==> src/rtl/hex_entry_display.sv <==
// Front-panel entry/display unit: builds a WIDTH-bit word byte by byte from
// switches and drives WIDTH/4 active-low 7-segment digits with optional blanking.
module hex_entry_display #(
  parameter int WIDTH = 16,
  localparam int NBYTES = WIDTH / 8,
  localparam int DIGITS = WIDTH / 4,
  localparam int PW = (NBYTES > 1) ? $clog2(NBYTES) : 1
) (
  input  logic                  clk,
  input  logic                  reset,
  input  logic [7:0]            sw,
  input  logic                  wr,
  input  logic                  nxt,
  input  logic                  mode,
  input  logic                  blank_lz,
  input  logic [WIDTH-1:0]      data_in,
  output logic [WIDTH-1:0]      ir,
  output logic [PW-1:0]         ptr,
  output logic [7:0]            leds,
  output logic [7*DIGITS-1:0]   hex
);

  logic                r_wr_q;
  logic                r_nxt_q;
  logic [WIDTH-1:0]    r_ir;
  logic [PW-1:0]       r_ptr;
  logic [7*DIGITS-1:0] r_hex;
  logic                w_wr_rise;
  logic                w_nxt_rise;
  logic [WIDTH-1:0]    w_v;
  logic [7*DIGITS-1:0] w_hex_next;

  function automatic logic [6:0] seg7(input logic [3:0] n);
    case (n)
      4'h0: seg7 = 7'b1000000;
      4'h1: seg7 = 7'b1111001;
      4'h2: seg7 = 7'b0100100;
      4'h3: seg7 = 7'b0110000;
      4'h4: seg7 = 7'b0011001;
      4'h5: seg7 = 7'b0010010;
      4'h6: seg7 = 7'b0000010;
      4'h7: seg7 = 7'b1111000;
      4'h8: seg7 = 7'b0000000;
      4'h9: seg7 = 7'b0011000;
      4'hA: seg7 = 7'b0001000;
      4'hB: seg7 = 7'b0000011;
      4'hC: seg7 = 7'b1000110;
      4'hD: seg7 = 7'b0100001;
      4'hE: seg7 = 7'b0000110;
      default: seg7 = 7'b0001110;
    endcase
  endfunction

  // Key history resets high so a key held across reset release is not an event.
  always_ff @(posedge clk) begin
    if (reset) begin
      r_wr_q  <= 1'b1;
      r_nxt_q <= 1'b1;
    end else begin
      r_wr_q  <= wr;
      r_nxt_q <= nxt;
    end
  end

  assign w_wr_rise  = wr & ~r_wr_q;
  assign w_nxt_rise = nxt & ~r_nxt_q;

  // The write selects its byte with the pre-increment pointer.
  always_ff @(posedge clk) begin
    if (reset) begin
      r_ir <= '0;
    end else begin
      for (int i = 0; i < NBYTES; i++) begin
        if (w_wr_rise && (r_ptr == PW'(i))) r_ir[8*i +: 8] <= sw;
      end
    end
  end

  always_ff @(posedge clk) begin
    if (reset) begin
      r_ptr <= '0;
    end else if (w_nxt_rise) begin
      r_ptr <= (r_ptr == PW'(NBYTES - 1)) ? '0 : r_ptr + PW'(1);
    end
  end

  assign w_v = mode ? data_in : r_ir;

  generate
    for (genvar gi = 0; gi < DIGITS; gi++) begin : g_digit
      if (gi == 0) begin : g_lsd
        assign w_hex_next[6:0] = seg7(w_v[3:0]);
      end else begin : g_upper
        logic w_zero_above;
        assign w_zero_above = (w_v[WIDTH-1:4*gi] == '0);
        assign w_hex_next[7*gi +: 7] = (blank_lz && w_zero_above) ? 7'h7F
                                                                  : seg7(w_v[4*gi +: 4]);
      end
    end
  endgenerate

  always_ff @(posedge clk) begin
    if (reset) r_hex <= '1;
    else       r_hex <= w_hex_next;
  end

  assign ir   = r_ir;
  assign ptr  = r_ptr;
  assign leds = r_ir[8*r_ptr +: 8];
  assign hex  = r_hex;

endmodule

==> config.mk <==
export PLATFORM = sky130hd
export DESIGN_NAME = hex_entry_display
export DESIGN_NICKNAME = d
export VERILOG_FILES = /design/src/rtl/hex_entry_display.sv
export SDC_FILE = /design/constraint.sdc
export NUM_CORES = 1
export LEC_CHECK = 0
export ABC_CLOCK_PERIOD_IN_PS = 2000
export BUFFER_PORTS_ARGS = -buffer_cell sky130_fd_sc_hd__buf_2
export CORE_MARGIN = 2
export CORE_UTILIZATION = 35
export DETAILED_ROUTE_END_ITERATION = 7
export PLACE_DENSITY = 0.69
export SLEW_MARGIN = 20
export SYNTH_ARGS = -nofsm -noshare
export SYNTH_HDL_FRONTEND = slang
export SYNTH_SLANG_ARGS = --single-unit
==> constraint.sdc <==
create_clock -name clk -period 2 [get_ports clk]
set_input_delay 0.1 -clock clk [delete_from_list [all_inputs] [get_ports clk]]
set_output_delay 0.1 -clock clk [all_outputs]
set_load 0.05 [all_outputs]
After elaboration in Yosys (flattened, before gate mapping)
Memories as Yosys holds them, arrays and structs flattened. A register that Yosys moved wholly into a read port is not among the register bits.
Index checks and enable logic that the tools add are counted.
{"block": "classes", "n_reduce_logical": 11, "muxes": 2, "bitwise": 5, "addsub": 1, "n_shift": 1}
{"operator": "$mux W16", "n": 1}
{"operator": "$shiftx A16 B5 Y8", "n": 1}
{"operator": "$logic_not A12 Y1", "n": 1}
{"operator": "$logic_not A8 Y1", "n": 1}
{"operator": "$reduce_or A2 Y1", "n": 3}
{"operator": "$logic_and A1 B1 Y1", "n": 5}
{"operator": "$logic_not A4 Y1", "n": 1}
{"operator": "$not A1 Y1", "n": 3}
{"operator": "$and A1 B1 Y1", "n": 2}
{"operator": "$add A1 B1 Y1 const B", "n": 1}
{"operator": "$mux W1", "n": 1}
{"block": "totals", "rom_bits": 448, "memories": 4, "ff_bits": 19, "out_inout_bits": 53, "wordCells": 29, "in_bits": 30}
{"memory": "(name not given)", "words": 16, "word_bits": 7, "rd": 1, "rd_clocked_by_memory_dff": 1, "write_ports": 0, "line": "34", "rtl": "case (n)"}
{"memory": "(name not given)", "words": 16, "word_bits": 7, "rd": 1, "rd_clocked_by_memory_dff": 1, "write_ports": 0, "line": "34"}
{"memory": "(name not given)", "words": 16, "word_bits": 7, "rd": 1, "rd_clocked_by_memory_dff": 1, "write_ports": 0, "line": "34"}
{"memory": "(name not given)", "words": 16, "word_bits": 7, "rd": 1, "rd_clocked_by_memory_dff": 1, "write_ports": 0, "line": "34"}

Depth between registers and ports, before layout
{"block": "depth", "depth_word": 4, "depth_mapped": 9, "mapped_depth_nobuf": 7}

Worst setup path before layout
No wires, ideal clock.
{"block": "synth_timing", "path_kind": "reg-to-reg", "from": "register r_ir[13], in the netlist ir[13]", "to": "register r_hex[8], in the netlist hex[8]", "required_time_ns": 1.878, "path_stages_with_launch": 8, "arrival_ns": 2.089, "synth_period_minus_slack_ns": 2.211, "setup_ns": 0.122, "path_buffers": 0, "slack_ns": -0.211, "cell_sequence": "dfxtp_1 mux2_2 inv_1 ha_1 and2_1 and3_1 a41o_1 a221o_1"}
{"block": "synth_between", "elab_chain_cells": 4}
{"item": "start: declaration", "line": "25", "rtl": "logic [WIDTH-1:0] r_ir;"}
{"item": "start signal: indexed assignment", "line": "74", "rtl": "if (w_wr_rise && (r_ptr == PW'(i))) r_ir[8*i +: 8] <= sw;"}
{"item": "$mux W16", "line": "87", "rtl": "assign w_v = mode ? data_in : r_ir;"}
{"item": "$logic_not A12 Y1", "line": "95", "rtl": "assign w_zero_above = (w_v[WIDTH-1:4*gi] == '0);"}
{"item": "$logic_and A1 B1 Y1", "line": "96", "rtl": "assign w_hex_next[7*gi +: 7] = (blank_lz && w_zero_above) ? 7'h7F"}
{"item": "$reduce_or A2 Y1 (no line)"}
{"item": "end: declaration", "line": "27", "rtl": "logic [7*DIGITS-1:0] r_hex;"}
No other way between the ends.
A chain may end at the register's enable or synchronous reset.

Final worst setup path
{"block": "layout_timing", "from": "register r_ir[13], in the netlist ir[13]", "to": "register r_hex[11], in the netlist hex[11]"}
Same word-level chain as after synthesis.

==> results.md <==
- Fin crit share: 97.03%
- Clk pwr share: 23.9%
- Sequential cell area fraction in the yosys report: 35.27%
- Worst relative slew slack: 41.33%
- Slowest stage cell, crit path: dfxtp_4
- Inserted Diodes: 0
- CTS tree: built
- Status: complete, no violations
- Die span in x: 91.30 um
- Synth Register Bits: 47
- Post-synthesis cell type count: 52
- Final Setup Violations: 0
- Final core utilization: 45.42%
- Port bufs: 82
- Worst setup EP type: register
- WP depth: 7
- Largest net degree at the start of global routing: 31
- Nets@finish: 408
- Routed WL per cell: 14.66 um
- Final setup TNS: 0 ps
- CP endpoint: hex[11]$_SDFF_PP1_
- Pre-CTS setup slack: 44.94 ps
- Switch share: 36.32%
- Total CTS buffers: 5
- Layout cells sized above 1: 38.61%
- PD cells: 699.4 nW/um^2
- Critical Path Source Type: register
- Syn avg cell area: 9.954 um^2
- Max Clock Skew: 4.297 ps
- Cell family with most CP delay: compound AO/OA/AOI/OAI gates
- Ys flop type: dfxtp_1
- Crit. Startpoint: ir[13]$_SDFFE_PP0P_
- Via/cell ratio: 5.137
- Worst hold slack: 9.050 ps
- 1st-iter DRT viols: 42
- Slowest stage delay, CP: 370 ps
- Die area: 8336 um^2
- DP Area: 3241 um^2
- Required time worst endpoint: 2190 ps
- Setup CP Type: register to register
- Reg2reg end: hex[11]$_SDFF_PP1_
- RR Startpoint: ir[13]$_SDFFE_PP0P_
- Grt total ovfl: 0
- Hold WC Path Type: primary input to register
- Cell breakdown of the critical path: mux2_2 > inv_1 > ha_1 > and2_4 > and3_1 > a41o_1 > a221o_1
- DRC viols: 0
- # H-tree levels: 2
- Vias in the first global route: 2,228
- YS warnings: 0
- Core area: 7331 um^2
- Leakage Power: 1.577 nW
- Via count: 2,358
- Setup WS post-layout: 59.34 ps
- GRT Total Usage: 16.34%
- Max Freq: 0.5153 GHz
- Max Cap Violations: 0
- Clock slew at reported path FFs: 80 ps
- Gate power share: 32.0%
- GP Congestion: 0.8491
- Routed wire length: 6729 um
- R2R setup slack: 60 ps
- CP arrival: 2130 ps
- Slew Viols, Final: 0
- Internal power: 1.483 mW
- First-pass GRT wire length: 10,890 um
- Synthesized instance count: 268
- Worst-margin pin slew: 876.2 ps
- Root buf cell: clkbuf_8
- Worst-path fanout max: 5
- Post-Syn Area: 2668 um^2
- R2r worst-path depth: 7
- Peak supply drop: 330.2 uV
- Unrepaired setup endpoints after global routing: true
- Area Overhead vs Synth: 24.81%
- Period minus WS final: 1941 ps
- DIE HEIGHT: 91.30 um
- Router iterations before antenna repair: 4
- Clk_lat worst skew: 300 ps
- Antenna Violating Nets Remaining: 0
- Post-synthesis async set-or-reset flop share: 0%
- Std-Cell Rows: 31
- Sw Pwr: 0.8458 mW
- Commonest non-fill, non-tap cell in the layout: buf_2
- Clk buf depth: 2
- Mapped Nets: 316
- Reg power frac: 44.1%
- Initial antenna violation count: 0
- DP HPWL: 5064 um
- Final Hold Vio Count: 0
- Design Area, Final: 3329 um^2
- Most frequent cells in the layout: buf_2, dfxtp_1, nor2_1, mux2i_1, ha_1
- CP bufs+invs: 1
- Starting density of the core: 36.39%
- Clock sinks: 47
- Post-synth EDFFs: 0
- IO Count: 83
-- state kept, by name, indices dropped and copies added, names as in the netlist --
name / flops
r_nxt_q: 1
ptr: 1
r_wr_q: 1
ir: 16
hex: 28
-- synth_stat cells, types with 2 or more instances --
| library cell | n | area (um^2) |
|---|---|---|
| dfxtp_1 | 47 | 940.9 |
| nor2_1 | 30 | 112.6 |
| mux2i_1 | 26 | 260.3 |
| ha_1 | 18 | 225.2 |
| mux2_2 | 15 | 168.9 |
| nand2_1 | 15 | 56.30 |
| a21oi_1 | 14 | 70.07 |
| inv_1 | 8 | 30.03 |
| o21ai_0 | 7 | 35.03 |
| o221ai_1 | 7 | 61.31 |
| mux2i_2 | 5 | 68.82 |
| nor3_1 | 5 | 25.02 |
| a211oi_1 | 4 | 30.03 |
| mux2_4 | 4 | 60.06 |
| a221o_1 | 3 | 30.03 |
| a31oi_1 | 3 | 18.77 |
| and2_1 | 3 | 18.77 |
| clkbuf_1 | 3 | 11.26 |
| mux2i_4 | 3 | 67.56 |
| nand2_2 | 3 | 18.77 |
| o22ai_1 | 3 | 18.77 |
| o311ai_0 | 3 | 26.28 |
| o31ai_1 | 3 | 22.52 |
| a211o_1 | 2 | 17.52 |
| and3b_1 | 2 | 17.52 |
| buf_2 | 2 | 10.01 |
| buf_6 | 2 | 22.52 |
| nor2_2 | 2 | 12.51 |
| o21ai_1 | 2 | 10.01 |
| or2_2 | 2 | 12.51 |
-- power by group through the flow --
stage	logic [mW]	registers [mW]	clock network, mW
6_report	0.746	1.03	0.557
5_1_grt	0.799	1.03	0.603
4_1_cts	0.744	1.03	0.574
3_5_place_dp	0.739	1.05	0
3_3_place_gp	0.732	1.05	0
2_1_floorplan	0.326	1.28	0
-- worst min path at each step --
| stage | depth (start not counted) | start | to | slack [ps] |
|---|---|---|---|---|
| detailed placement | 2 | nxt | r_nxt_q$_SDFF_PP1_ | 300 |
| finish | 2 | wr | r_wr_q$_SDFF_PP1_ | 9 |
| floorplan | 1 | nxt | r_nxt_q$_SDFF_PP1_ | 210 |
| global placement | 2 | nxt | r_nxt_q$_SDFF_PP1_ | 300 |
| CTS | 2 | wr | r_wr_q$_SDFF_PP1_ | 3 |
| global route | 2 | wr | r_wr_q$_SDFF_PP1_ | 10 |
-- final cells by class --
class,count,area [um^2]
Inverter,8,30.03
Timing Repair Buffer,94,515.5
Clock buffer,7,76.32
Multi-Input combinational cell,204,1637
Sequential cell,47,947.2
Tap cell,99,123.9
Fill cell,709,4001
-- logic make-up after synthesis --
| group | after synthesis | synth area share, % |
|---|---|---|
| AOI/OAI and AO/OA | 61 | 16.18 |
| and+or+nand+nor | 71 | 12.66 |
| muxes | 53 | 23.45 |
| buffers and inverters | 17 | 3.658 |
| adders and majority gates | 18 | 8.443 |
| xor gates and xnor gates | 1 | 0.3284 |
| DFF | 47 | 35.27 |
-- layer usage --
metal  vias to the layer above  GRT usage [%]  part of all wire [%]  wire, um
li1                       1173              -                     -         -
met1                      1098          21.20                    45      3057
met2                        76          26.30                    47      3179
met3                        11          3.900                   5.5       368
met4                         0          6.187                   1.8       124
met5                         -              0                     0         0
-- stage by stage --
| step | power [mW] | instances |
|---|---|---|
| after floorplan | 1.606 | 268 |
| after global placement | 1.780 | 451 |
| after detailed placement | 1.789 | 451 |
| after CTS | 2.346 | 459 |
| after global routing | 2.436 | 459 |
| final | 2.329 | 459 |
-- timing repair --
| action | in CTS | in global routing |
|---|---|---|
| endpoints found under the hold margin | 1 | 0 |
| setup endpoints to repair | 0 | 6 |
| resized for setup | 0 | 1 |
| setup buffers | 0 | 0 |
| hold buffers | 1 | 0 |
Note: power is estimated with default switching activity, not from simulation.
